## config.mk

```make
export PLATFORM = sky130hd
export DESIGN_NAME = mem_stage_ctrl
export DESIGN_NICKNAME = d
export VERILOG_FILES = /design/src/rtl/mem_stage_ctrl.sv
export SDC_FILE = /design/constraint.sdc
export NUM_CORES = 1
export LEC_CHECK = 0
export BUFFER_PORTS_ARGS = -buffer_cell sky130_fd_sc_hd__buf_4
export CAP_MARGIN = 40
export CORE_AREA = 2 2 150 152
export CTS_CLUSTER_DIAMETER = 100
export DETAILED_ROUTE_END_ITERATION = 12
export DIE_AREA = 0 0 152 154
export SLEW_MARGIN = 20
export SYNTH_ARGS = -nofsm -noshare
export SYNTH_HDL_FRONTEND = slang
export SYNTH_SLANG_ARGS = --single-unit
```

## constraint.sdc

```tcl
create_clock -name clk -period 7.9 [get_ports clk]
set_input_delay 1.185 -clock clk [delete_from_list [all_inputs] [get_ports clk]]
set_output_delay 1.185 -clock clk [all_outputs]
set_load 0.005 [all_outputs]
```

## src/rtl/mem_stage_ctrl.sv

```systemverilog
// MEM stage of the 5-stage RV32I pipeline.
// Drives a req/ack data-memory bus with byte lanes, extracts and extends load
// data, stalls the upstream stages while an access is outstanding, and builds
// the MEM/WB register. A misaligned access or a bus timeout turns the
// offending instruction into a bubble and raises a one-cycle error pulse.
module mem_stage_ctrl #(
    parameter int ADDR_W         = 32,
    parameter int TIMEOUT_CYCLES = 16
) (
    input  logic              clk,
    input  logic              reset,
    // EX/MEM register fields
    input  logic              exm_valid,
    input  logic              exm_reg_write,
    input  logic [1:0]        exm_reg_wb_src,
    input  logic              exm_mem_read,
    input  logic              exm_mem_write,
    input  logic [31:0]       exm_pc_plus_4,
    input  logic [31:0]       exm_alu_result,
    input  logic [31:0]       exm_rd2,
    input  logic [4:0]        exm_rd,
    input  logic [2:0]        exm_funct3,
    input  logic [31:0]       exm_instr,
    // data-memory bus
    output logic              dmem_req,
    output logic              dmem_we,
    output logic [ADDR_W-1:0] dmem_addr,
    output logic [3:0]        dmem_be,
    output logic [31:0]       dmem_wdata,
    input  logic [31:0]       dmem_rdata,
    input  logic              dmem_ack,
    // pipeline control and error pulses
    output logic              stall,
    output logic              misalign_err,
    output logic              bus_err,
    // MEM/WB register
    output logic              wb_valid,
    output logic              wb_reg_write,
    output logic [1:0]        wb_reg_wb_src,
    output logic [31:0]       wb_pc_plus_4,
    output logic [31:0]       wb_alu_result,
    output logic [31:0]       wb_mem_read_data,
    output logic [31:0]       wb_instr,
    output logic [4:0]        wb_rd
);

    localparam int              CNT_W   = $clog2(TIMEOUT_CYCLES + 1);
    localparam logic [CNT_W-1:0] CNT_MAX = CNT_W'(TIMEOUT_CYCLES);

    typedef enum logic {
        IDLE,
        WAIT
    } state_t;

    state_t           state;
    logic [CNT_W-1:0] count;

    logic        is_store;
    logic        is_load;
    logic        mem_op;
    logic        aligned;
    logic        in_wait;
    logic        timed_out;
    logic        req_int;
    logic        complete;
    logic        wb_load;
    logic [3:0]  be_calc;
    logic [31:0] wdata_calc;
    logic [7:0]  lane_byte;
    logic [15:0] lane_half;
    logic [31:0] load_data;

    // Decode the access: store wins when both read and write are flagged.
    always_comb begin
        is_store = exm_mem_write;
        is_load  = exm_mem_read & ~exm_mem_write;
        mem_op   = exm_valid & (exm_mem_read | exm_mem_write);
        aligned  = 1'b0;
        case (exm_funct3[1:0])
            2'b00:   aligned = 1'b1;
            2'b01:   aligned = ~exm_alu_result[0];
            2'b10:   aligned = (exm_alu_result[1:0] == 2'b00);
            default: aligned = 1'b0;
        endcase
    end

    // Byte enables and lane-replicated store data by access size.
    always_comb begin
        be_calc    = 4'b1111;
        wdata_calc = exm_rd2;
        case (exm_funct3[1:0])
            2'b00: begin
                be_calc    = 4'b0001 << exm_alu_result[1:0];
                wdata_calc = {4{exm_rd2[7:0]}};
            end
            2'b01: begin
                be_calc    = exm_alu_result[1] ? 4'b1100 : 4'b0011;
                wdata_calc = {2{exm_rd2[15:0]}};
            end
            default: begin
                be_calc    = 4'b1111;
                wdata_calc = exm_rd2;
            end
        endcase
    end

    // Pick the addressed lane out of the read word and extend it.
    always_comb begin
        lane_byte = dmem_rdata[7:0];
        case (exm_alu_result[1:0])
            2'b00:   lane_byte = dmem_rdata[7:0];
            2'b01:   lane_byte = dmem_rdata[15:8];
            2'b10:   lane_byte = dmem_rdata[23:16];
            default: lane_byte = dmem_rdata[31:24];
        endcase
        lane_half = exm_alu_result[1] ? dmem_rdata[31:16] : dmem_rdata[15:0];
        case (exm_funct3)
            3'd0:    load_data = {{24{lane_byte[7]}}, lane_byte};
            3'd1:    load_data = {{16{lane_half[15]}}, lane_half};
            3'd4:    load_data = {24'd0, lane_byte};
            3'd5:    load_data = {16'd0, lane_half};
            default: load_data = dmem_rdata;
        endcase
    end

    // Bus request and stall. The timeout cycle drops the request, so an ack
    // arriving then is ignored. Reset kills the request immediately.
    always_comb begin
        in_wait   = (state == WAIT);
        timed_out = in_wait && (count == CNT_MAX);
        req_int   = ~reset & ((~in_wait & mem_op & aligned) | (in_wait & ~timed_out));
        complete  = req_int & dmem_ack;
        wb_load   = complete | (~reset & ~in_wait & ~mem_op);

        dmem_req   = req_int;
        dmem_we    = req_int & is_store;
        dmem_addr  = req_int ? {exm_alu_result[ADDR_W-1:2], 2'b00} : '0;
        dmem_be    = req_int ? be_calc : 4'b0000;
        dmem_wdata = (req_int & is_store) ? wdata_calc : 32'd0;
        stall      = req_int & ~dmem_ack;
    end

    // Access FSM: tracks the outstanding request, its timeout and the error pulses.
    always_ff @(posedge clk or posedge reset) begin
        if (reset) begin
            state        <= IDLE;
            count        <= '0;
            misalign_err <= 1'b0;
            bus_err      <= 1'b0;
        end else begin
            misalign_err <= 1'b0;
            bus_err      <= 1'b0;
            case (state)
                IDLE: begin
                    if (mem_op && aligned && !dmem_ack) begin
                        state <= WAIT;
                        count <= CNT_W'(1);
                    end else if (mem_op && !aligned) begin
                        misalign_err <= 1'b1;
                    end
                end
                WAIT: begin
                    if (complete) begin
                        state <= IDLE;
                        count <= '0;
                    end else if (timed_out) begin
                        state   <= IDLE;
                        count   <= '0;
                        bus_err <= 1'b1;
                    end else begin
                        count <= count + CNT_W'(1);
                    end
                end
                default: begin
                    state <= IDLE;
                    count <= '0;
                end
            endcase
        end
    end

    // MEM/WB register: load on completion or passthrough, otherwise a bubble.
    always_ff @(posedge clk or posedge reset) begin
        if (reset) begin
            wb_valid         <= 1'b0;
            wb_reg_write     <= 1'b0;
            wb_reg_wb_src    <= 2'd0;
            wb_pc_plus_4     <= 32'd0;
            wb_alu_result    <= 32'd0;
            wb_mem_read_data <= 32'd0;
            wb_instr         <= 32'd0;
            wb_rd            <= 5'd0;
        end else if (wb_load) begin
            wb_valid         <= exm_valid;
            wb_reg_write     <= exm_reg_write;
            wb_reg_wb_src    <= exm_reg_wb_src;
            wb_pc_plus_4     <= exm_pc_plus_4;
            wb_alu_result    <= exm_alu_result;
            wb_mem_read_data <= (complete && is_load) ? load_data : 32'd0;
            wb_instr         <= exm_instr;
            wb_rd            <= exm_rd;
        end else begin
            wb_valid         <= 1'b0;
            wb_reg_write     <= 1'b0;
            wb_reg_wb_src    <= 2'd0;
            wb_pc_plus_4     <= 32'd0;
            wb_alu_result    <= 32'd0;
            wb_mem_read_data <= 32'd0;
            wb_instr         <= 32'd0;
            wb_rd            <= 5'd0;
        end
    end

endmodule

```

==> impl_metrics.json, run 1 <==
{
  "status": "finished clean",
  "power.net_switching_w": 0.000631,
  "hpwl_um": 16500,
  "drt_iter0_drc": 296,
  "clk_transition_reported_paths_ns": 0.06,
  "worst_setup_path_end_kind": "output pin",
  "worst_setup_slack_for_register_to_register_paths_ns": 5.62,
  "area.growth.synth_to_final_pct": 61.7,
  "min_path_type": "reg -> reg",
  "drive_gt1_frac": 0.468,
  "synthArstFlopShare": 1.00,
  "r2r-start": "count[0]",
  "drt.antenna.violating_nets": 0,
  "floorplan.initialDensity": 0.283,
  "timing.critical_path.cells": "buf_4 -> a21oi_2 -> o211ai_1 -> a21oi_4 -> buf_16 -> and2_1 -> buf_4",
  "worstSetupPathType": "in -> out",
  "fillers": 2090,
  "critical-path-slowest-cell": "a21oi_4",
  "tritoncts": "done",
  "die_height_um": 154,
  "port_buffers": 384,
  "pwr-share-seq": 0.390,
  "mostFrequentLayoutCells": "buf_4 (388), dfrtp_1 (145), and2_1 (137)",
  "regToRegEndpoint": "wb_mem_read_data[15]",
  "drt_pre_antenna_iters": 6,
  "worst_reg2reg_path_depth": 7,
  "proportion_of_synthesized_area_in_mux_cells": 0.0312,
  "main_combinational_cell_family_by_area_after_synthesis": "simple AND/OR/NAND/NOR gates",
  "power.density_cell_area_nw_per_um2": 219,
  "report.final.setup_viol": 0,
  "cellLeakagePower_nw": 5.24,
  "comb_power_share": 0.236,
  "critPathRequiredTime_ns": 6.71,
  "grt_first_pass_wirelength_um": 33100,
  "syn-instance-count": 562,
  "holdPathStages": 1,
  "design_area_um2": 9920,
  "nets": 1115,
  "worst_setup_path_start_kind": "primary input",
  "total_overflow_reported_by_the_global_router": 0,
  "numCtsBuffers": 17,
  "synth_xor_xnor_area_share": 0.00143,
  "via_count": 5528,
  "synth_area_um2": 6140,
  "synth_seq_cells": 145,
  "clock_tree.buffer_depth": 2,
  "postSynth.topFlopCell": "dfrtp_1",
  "grt.met1_usage": 0.220,
  "slew_viol_final": 0,
  "period_minus_slack_ns": 4.17,
  "postCtsHoldBufs": 0,
  "max-vdd-ir-drop_uv": 97.6,
  "antenna_found_initial": 0,
  "place_area_um2": 9300,
  "synth-adder-area-share": 0.00408,
  "slew-limit-headroom": 0.549,
  "last_weighted_congestion_value_of_the_routability_driven_placer": 0.838,
  "synth-seq-area-share": 0.591,
  "core-area_um2": 21700,
  "compound_cell_area_share_of_the_yosys_netlist": 0.105,
  "wl_per_cell_um": 17.7,
  "global_route.usage.met2": 0.315,
  "crit_path_leading_delay_family": "compound AO/OA/AOI/OAI gates",
  "timing_hold_violations_final": 0,
  "drc": 0,
  "achievable-frequency_mhz": 240,
  "finalWirelength_um": 21700,
  "drv.max_cap_violation_count": 0,
  "holdPathEnd": "count[1]",
  "hold_path_startpoint": "count[1]",
  "floorplan.die.width_um": 152,
  "first_global_vias": 5605,
  "grt_start_max_net_pins": 79,
  "floorplan.die_area_um2": 23400,
  "cells_resized_by_post_cts_repair": 0,
  "synth_simple_gate_area_share": 0.225,
  "yosysWarnings": 0,
  "grtUsageTotal": 0.183,
  "cts_post_setup_buffers_inserted": 0,
  "path_common_cell": "buf_4",
  "power_switching_share": 0.290,
  "grt_setup_unrepaired": "no",
  "worst-slew-pin-transition_ns": 0.676,
  "met3_usage": 0.0479,
  "finClkSkew_ns": 0.0125,
  "grt-busiest-layer": "met2",
  "cp_num_buf_inv": 3,
  "placementRows": 54,
  "numClockSinks": 145,
  "period_utilization_post_route": 0.528,
  "antennaDiodeCount": 0,
  "seq_area_um2": 3630,
  "io_pins": 387,
  "worst_skew_pair.late_latency_ns": 0.43,
  "mean_syn_cell_area_um2": 10.9,
  "cpPeakStageDelay_ns": 0.47,
  "timing.critical_path.arrival_ns": 2.99,
  "multi_input_comb_area_um2": 2270,
  "ys_types": 47,
  "htree_num_levels": 4,
  "routed_via_density": 4.50,
  "critical_path_peak_fanout": 63,
  "synth_edf_count": 0,
  "pwr-share-clk": 0.375,
  "clock-root-buffer": "clkbuf_16",
  "setup_tns_ns": 0,
  "layout.cells.most_common": "buf_4",
  "p_int_w": 0.00154
}
how the worst max path moves through the flow:
| stage | startpoint | end | cells past startpoint |
|---|---|---|---|
| after floorplan | reset | dmem_wdata[13] | 4 |
| after global placement | exm_funct3[1] | dmem_wdata[29] | 6 |
| after detailed placement | exm_funct3[1] | dmem_addr[2] | 7 |
| after global routing | exm_funct3[1] | stall | 7 |
| final | exm_funct3[1] | dmem_addr[2] | 7 |
| after CTS | exm_funct3[1] | dmem_addr[2] | 7 |
cell families after synthesis:
family | after synthesis
compound gates | 99
xor+xnor | 1
fa+ha+maj | 2
buf+inv | 49
flops | 145
mux | 19
other cells | 1
simple gates | 246
sequential cells by signal, indices dropped and copies added (netlist names):
register / flops
wb_valid: 1
wb_reg_write: 1
misalign_err: 1
wb_reg_wb_src: 2
wb_alu_result: 32
wb_instr: 32
wb_pc_plus_4: 32
wb_mem_read_data: 32
wb_rd: 5
count: 5
bus_err: 1
in_wait: 1
power by group through the flow:
stage / sequential [W] / combinational [W] / clock [W]
after floorplan: 0.000865 / 0.000212 / 0
final: 0.000847 / 0.000513 / 0.000814
after CTS: 0.000847 / 0.000522 / 0.000838
after detailed placement: 0.000861 / 0.000520 / 0
after global routing: 0.000855 / 0.000564 / 0.000865
after global placement: 0.000859 / 0.000498 / 0
metrics by stage:
| stage | power (W) | setup WS, ns | std cells | util | hold slack, ns |
|---|---|---|---|---|---|
| 2_1_floorplan | 0.00108 | 1.43 | 563 | - | 0.486 |
| 3_3_place_gp | 0.00136 | 3.47 | 1190 | 0.424 | 0.523 |
| 3_5_place_dp | 0.00138 | 3.72 | 1196 | 0.429 | 0.530 |
| 4_1_cts | 0.00221 | 3.72 | 1228 | 0.456 | 0.553 |
| 5_1_grt | 0.00228 | 3.54 | 1229 | 0.457 | 0.593 |
| 6_report | 0.00217 | 3.73 | 1229 | 0.457 | 0.554 |
Yosys cell counts (2+ instances only):
cell	instances	area, um2
a22oi_1	7	52.6
or2_2	3	18.8
nand2b_1	4	25.0
a21o_1	3	22.5
and3_1	9	56.3
nand3_1	5	25.0
a21oi_1	49	245
nor2b_1	5	31.3
a31oi_1	8	50.1
nor3_1	23	115
mux2i_1	18	180
o221a_2	5	56.3
inv_1	9	33.8
buf_4	2	15.0
buf_6	6	67.6
nor2_1	33	124
o21ai_2	2	17.5
dfrtp_1	145	3630
and2_1	137	857
buf_2	11	55.1
buf_1	2	7.51
nand2_1	23	86.3
clkbuf_1	18	67.6
o21ai_0	11	55.1
ha_1	2	25.0
per-layer routing:
| metal | wire length, um | share of wire |
|---|---|---|
| met1 | 8490 | 0.39 |
| met4 | 539 | 0.025 |
| met3 | 1470 | 0.068 |
| met5 | 0 | 0 |
| met2 | 11200 | 0.52 |
cell type report:
type / count / share of cell area
inverters: 9 / 0.00391
flip-flops and latches: 145 / 0.366
well taps: 280 / 0.0353
clock inverters: 15 / 0.0165
clock buffers: 17 / 0.0429
multi-input cells: 369 / 0.229
repair buffers: 394 / 0.307
worst register-to-register path, stage by stage, from the launching register on:
cell and delay [ns]:
dfrtp_1 0.40, inv_1 0.10, ha_1 0.15, nand4bb_1 0.29
and2_1 0.31, o21ai_2 0.54, buf_6 0.25, a221oi_1 0.07
(Power assumes the default switching activity.)
==> run 2: changes to the inputs <==
--- a/config.mk
+++ b/config.mk
@@ -5,6 +5,7 @@
 export SDC_FILE = /design/constraint.sdc
 export NUM_CORES = 1
 export LEC_CHECK = 0
+export ABC_AREA = 1
 export BUFFER_PORTS_ARGS = -buffer_cell sky130_fd_sc_hd__buf_4
 export CAP_MARGIN = 40
 export CORE_AREA = 2 2 150 152
==> constraint.sdc (replaced) <==
create_clock -name clk -period 3.6 [get_ports clk]
set_input_delay 0.54 -clock clk [delete_from_list [all_inputs] [get_ports clk]]
set_output_delay 0.54 -clock clk [all_outputs]
set_load 0.005 [all_outputs]
==> impl_metrics.json, run 2 <==
{
  "synth.area.top_cells": "dfrtp_1 (59%), nor2_1 (12%), inv_1 (8.1%), o21ai_0 (3.5%), nor2_2 (3.0%)",
  "max-vdd-ir-drop_uv": 274,
  "cellLeakagePower_nw": 5.74,
  "dp_cells": 1346,
  "synth-seq-area-share": 0.587,
  "drc": 0,
  "period_utilization_post_route": 0.777,
  "grt_setup_unrepaired": "no",
  "core-area_um2": 21700,
  "slew-limit-headroom": 0.409,
  "last_weighted_congestion_value_of_the_routability_driven_placer": 0.809,
  "drt_iter0_drc": 368,
  "setup_tns_ns": 0,
  "drt_pre_antenna_iters": 4,
  "hpwl_um": 16900,
  "timing.critical_path.arrival_ns": 2.26,
  "antenna_found_initial": 1,
  "port_buffers": 384,
  "min_path_type": "in -> async",
  "tritoncts": "done",
  "drt.antenna.violating_nets": 0,
  "crit_path_leading_delay_family": "simple AND/OR/NAND/NOR gates",
  "postCtsHoldBufs": 0,
  "drv.max_cap_violation_count": 0,
  "syn-instance-count": 708,
  "timing.critical_path.cells": "inv_1 -> ha_1 -> nand2_1 -> inv_1 -> nand3_1 -> nand2_1 -> inv_2 -> nand2_4 -> a21oi_1 -> buf_4",
  "place_area_um2": 9420,
  "critical_path_peak_fanout": 36,
  "worst_skew_pair.late_latency_ns": 0.41,
  "synth_edf_count": 0,
  "cpPeakStageDelay_ns": 0.41,
  "synth_seq_cells": 145,
  "cp_num_buf_inv": 4,
  "clock_tree.buffer_depth": 2,
  "mean_syn_cell_area_um2": 8.74,
  "io_pins": 387,
  "slew_viol_final": 0,
  "finalWirelength_um": 22100,
  "ys_types": 32,
  "layout.core_utilization": 0.462,
  "numCtsBuffers": 17,
  "placementRows": 54,
  "grt_first_pass_wirelength_um": 34300,
  "mostFrequentLayoutCells": "buf_4 (388), nor2_1 (175), dfrtp_1 (145)",
  "routed_via_density": 4.21,
  "design_area_um2": 10000,
  "final_cell_count_no_fill": 1378,
  "floorplan.die.width_um": 152,
  "layout.cells.most_common": "buf_4",
  "die_height_um": 154,
  "timing_hold_violations_final": 0,
  "worstSetupPathType": "reg -> out",
  "largest_area_contributor_in_the_netlist": "dfrtp_1",
  "critical-path-slowest-cell": "dfrtp_1",
  "period_minus_slack_ns": 2.80,
  "report.final.setup_viol": 0,
  "drive_gt1_frac": 0.457,
  "first_global_vias": 5894,
  "synth.top_cell.area_share": 0.587,
  "achievable-frequency_mhz": 357,
  "yosys.cell_count.top_type": "nor2_1",
  "synthArstFlopShare": 1.00,
  "finClkSkew_ns": 0.0123,
  "worst-slew-pin-transition_ns": 0.886,
  "postSynth.topFlopCell": "dfrtp_1",
  "power_w": 0.00515,
  "worst_setup_path_start_kind": "register",
  "status": "finished clean",
  "floorplan.die_area_um2": 23400,
  "worst_setup_path_end_kind": "output pin",
  "numClockSinks": 145,
  "synth_top_cells_by_count": "nor2_1 (199), dfrtp_1 (145), inv_1 (134)",
  "area.growth.synth_to_final_pct": 62.1,
  "synth_area_um2": 6190,
  "via_count": 5807,
  "nets": 1264,
  "clk_transition_reported_paths_ns": 0.07,
  "total_overflow_reported_by_the_global_router": 0,
  "grtUsageTotal": 0.189,
  "clock-root-buffer": "clkbuf_16",
  "power.density_cell_area_nw_per_um2": 514,
  "wl_per_cell_um": 16.1,
  "yosysWarnings": 0,
  "grt_start_max_net_pins": 146,
  "htree_num_levels": 4,
  "cts_post_setup_buffers_inserted": 0,
  "critPathRequiredTime_ns": 3.06,
  "floorplan.initialDensity": 0.285,
  "cells_resized_by_post_cts_repair": 0
}
==> run 2: changes by cell type after synthesis, moves of 18 or more <==
cell / change
mux2i_1: -18
o21ai_0: +32
a21oi_1: -28
nand2_1: +19
and2_1: -137
nor3_1: -21
nor2_1: +166
nor2_2: +30
inv_1: +125
==> run 2: area by class of cell <==
cell class	count	area [um2]
Sequential cell	145	3630
Inverter	141	541
Antenna cell	1	2.50
Clock inverter	13	176
Multi-Input combinational cell	390	1950
Tap cell	280	350
Clock buffer	18	429
Timing Repair Buffer	390	2950
Fill cell	2158	11700
==> run 2: power by group <==
group	internal (W)	switching, W
Sequential	0.00185	0.0000923
Clock	0.00111	0.000721
Combinational	0.000652	0.000727
==> run 2: path summary, 6_finish.rpt <==
| check | from | cells after the start | slack [ns] | to |
|---|---|---|---|---|
| min in group clk | exm_instr[12] | 3 | 0.34 | wb_instr[12] |
| max reg2reg | count[0] | 11 | 1.08 | wb_mem_read_data[17] |
| min | reset | 3 | 0.30 | wb_mem_read_data[7] |
| max | count[0] | 10 | 0.80 | dmem_be[3] |
| min reg2reg | count[4] | 2 | 0.56 | count[4] |
| max in group asynchronous | reset | 3 | 2.55 | wb_alu_result[29] |
==> run 2: stage by stage <==
step / hold WS [ns] / worst slack (ns)
final: 0.302 / 0.803
after global routing: 0.318 / 0.577
after CTS: 0.313 / 0.742
after detailed placement: 0.553 / 0.755
after global placement: 0.535 / 0.805
after floorplan: 0.489 / -0.247
==> run 2: logic make-up after synthesis <==
logic type	share of synthesized area
other	0.000606
DFF	0.587
adders and majority gates	0.00404
buffers and inverters	0.120
AOI/OAI and AO/OA	0.0835
and+or+nand+nor	0.206
==> run 2: routing by layer <==
metal | up-vias | track usage | wire length (um)
met5 | - | 0 | 0
li1 | 2867 | - | -
met4 | 0 | 0.0699 | 502
met3 | 27 | 0.0617 | 1730
met2 | 259 | 0.336 | 11600
met1 | 2654 | 0.211 | 8310
==> run 2: worst min-delay path: cells and delay by family <==
family   cells  cell delay, ns
buf+inv      3            0.69
==> run 3: changes to the inputs <==
--- a/config.mk
+++ b/config.mk
@@ -5,13 +5,13 @@
 export SDC_FILE = /design/constraint.sdc
 export NUM_CORES = 1
 export LEC_CHECK = 0
-export ABC_AREA = 1
+export ABC_AREA = 0
 export BUFFER_PORTS_ARGS = -buffer_cell sky130_fd_sc_hd__buf_4
 export CAP_MARGIN = 40
-export CORE_AREA = 2 2 150 152
+export CORE_AREA = 2 2 149 151
 export CTS_CLUSTER_DIAMETER = 100
 export DETAILED_ROUTE_END_ITERATION = 12
-export DIE_AREA = 0 0 152 154
+export DIE_AREA = 0 0 151 153
 export SLEW_MARGIN = 20
 export SYNTH_ARGS = -nofsm -noshare
 export SYNTH_HDL_FRONTEND = slang
==> constraint.sdc (replaced) <==
create_clock -name clk -period 2.52 [get_ports clk]
set_input_delay 0.378 -clock clk [delete_from_list [all_inputs] [get_ports clk]]
set_output_delay 0.378 -clock clk [all_outputs]
set_load 0.005 [all_outputs]
==> impl_metrics.json, run 3 (same netlist as run 1, synthesis figures left out) <==
{
  "status": "finished clean",
  "first_global_vias": 5425,
  "placementRows": 54,
  "hpwl_um": 16500,
  "total_overflow_reported_by_the_global_router": 0,
  "period_utilization_post_route": 0.973,
  "report.final.setup_viol": 0,
  "routed-wl-met2_um": 11600,
  "layout.core_utilization": 0.476,
  "layout.cells.most_common": "buf_4",
  "preCtsSetupSlack_ns": 0.363,
  "port_buffers": 384,
  "antennaDiodeCount": 0,
  "period_minus_slack_ns": 2.45,
  "design_area_um2": 10200,
  "slew_viol_final": 0,
  "area.growth.synth_to_final_pct": 66.8,
  "mostFrequentLayoutCells": "buf_4 (400), dfrtp_1 (145), and2_1 (136)",
  "finalWirelength_um": 22200,
  "floorplan.die.width_um": 151,
  "drv.max_cap_violation_count": 0,
  "cpPeakStageDelay_ns": 0.40,
  "routed_via_density": 4.55,
  "last_weighted_congestion_value_of_the_routability_driven_placer": 0.855,
  "clock_tree.buffer_depth": 2,
  "final_cell_count_no_fill": 1247,
  "critPathRequiredTime_ns": 2.14,
  "clock-root-buffer": "clkbuf_16",
  "numCtsBuffers": 17,
  "floorplan.initialDensity": 0.286,
  "met3WireLength_um": 1860,
  "worst_setup_path_end_kind": "output pin",
  "dp_cells": 1204,
  "power.density_cell_area_nw_per_um2": 711,
  "drt.antenna.violating_nets": 0,
  "worst-slew-pin-transition_ns": 0.601,
  "max-vdd-ir-drop_uv": 383,
  "timing.critical_path.arrival_ns": 2.07,
  "drive_gt1_frac": 0.483,
  "antenna_found_initial": 0,
  "floorplan.die_area_um2": 23100,
  "wl_per_cell_um": 17.8,
  "achievable-frequency_mhz": 408,
  "timing_hold_violations_final": 0,
  "cp_num_buf_inv": 3,
  "io_pins": 387,
  "cellLeakagePower_nw": 5.38,
  "slew-limit-headroom": 0.598,
  "clk_transition_reported_paths_ns": 0.07,
  "worst_skew_pair.late_latency_ns": 0.41,
  "place_area_um2": 9360,
  "timing.critical_path.cells": "inv_2 -> ha_4 -> nand4bb_4 -> and2_4 -> o211ai_4 -> clkbuf_16 -> nor2_1 -> buf_4",
  "drc": 0,
  "via_count": 5672,
  "numClockSinks": 145,
  "grt_start_max_net_pins": 106,
  "critical-path-slowest-cell": "dfrtp_1",
  "crit_path_leading_delay_family": "buffers and inverters",
  "critical_path_peak_fanout": 6,
  "nets": 1133,
  "worstSetupPathType": "reg -> out",
  "tritoncts": "done",
  "grtUsageTotal": 0.181,
  "finClkSkew_ns": 0.00911,
  "drt_iter0_drc": 332,
  "htree_num_levels": 4,
  "post-route-worst-setup-slack_ns": 0.0677,
  "min_path_type": "in -> reg",
  "worst_setup_path_start_kind": "register",
  "grt_first_pass_wirelength_um": 31500,
  "topRoutingLayerUsed": "met4",
  "drt_pre_antenna_iters": 5,
  "core-area_um2": 21500,
  "met1_length_um": 8330,
  "die_height_um": 153
}
-- run 3: worst reg2reg max path: cells and delay by family, from the launching register on --
family | cells | cell delay (ns)
AO/OA/AOI/OAI | 2 | 0.37
flip-flops | 1 | 0.38
buffers and inverters | 3 | 0.54
adder cells (fa/ha/maj) | 1 | 0.16
AND/OR/NAND/NOR | 2 | 0.41
-- run 3: repair_timing --
action / CTS / global route
resized for setup: 0 / 13
endpoints found under the setup margin: 0 / 48
endpoints found under the hold margin: 7 / 0
hold buffers: 1 / 0
setup buffers: 0 / 5
-- run 3: final cells by class --
class	instances	area, um2
clock buffer	17	425
clock inverter	15	230
fill	1997	11300
inverter	9	37.5
multi-input combinational	369	2310
sequential	145	3630
tap	280	350
timing repair buffer	412	3250
-- run 3: worst paths after layout --
check / cells after the start / slack [ns] / endpoint / startpoint
min reg2reg: 1 / 0.52 / count[1] / count[1]
max reg2reg: 8 / 0.58 / wb_pc_plus_4[21] / count[0]
max in group asynchronous: 5 / 1.07 / wb_reg_write / reset
min: 2 / 0.17 / wb_instr[21] / exm_instr[21]
min in group asynchronous: 3 / 0.52 / count[4] / reset
max: 8 / 0.07 / dmem_wdata[27] / count[0]
-- run 3: power by group --
group | switching, W | total [W] | internal, W
Combinational | 0.000806 | 0.00181 | 0.000999
Sequential | 0.000104 | 0.00266 | 0.00256
Clock | 0.00110 | 0.00281 | 0.00171
-- run 3: stage by stage --
stage                     hold slack, ns  total power [W]  setup TNS, ns
after floorplan                    0.486          0.00338         -25.78
after global placement             0.375          0.00430              0
after detailed placement           0.378          0.00433              0
after CTS                          0.146          0.00718              0
after global routing               0.145          0.00764         -0.283
final                              0.168          0.00728              0
-- run 3: per-layer routing --
layer | GRT usage | up-vias
li1 | - | 2648
met3 | 0.0430 | 26
met5 | 0 | -
met4 | 0.0628 | 0
met2 | 0.318 | 282
met1 | 0.215 | 2716
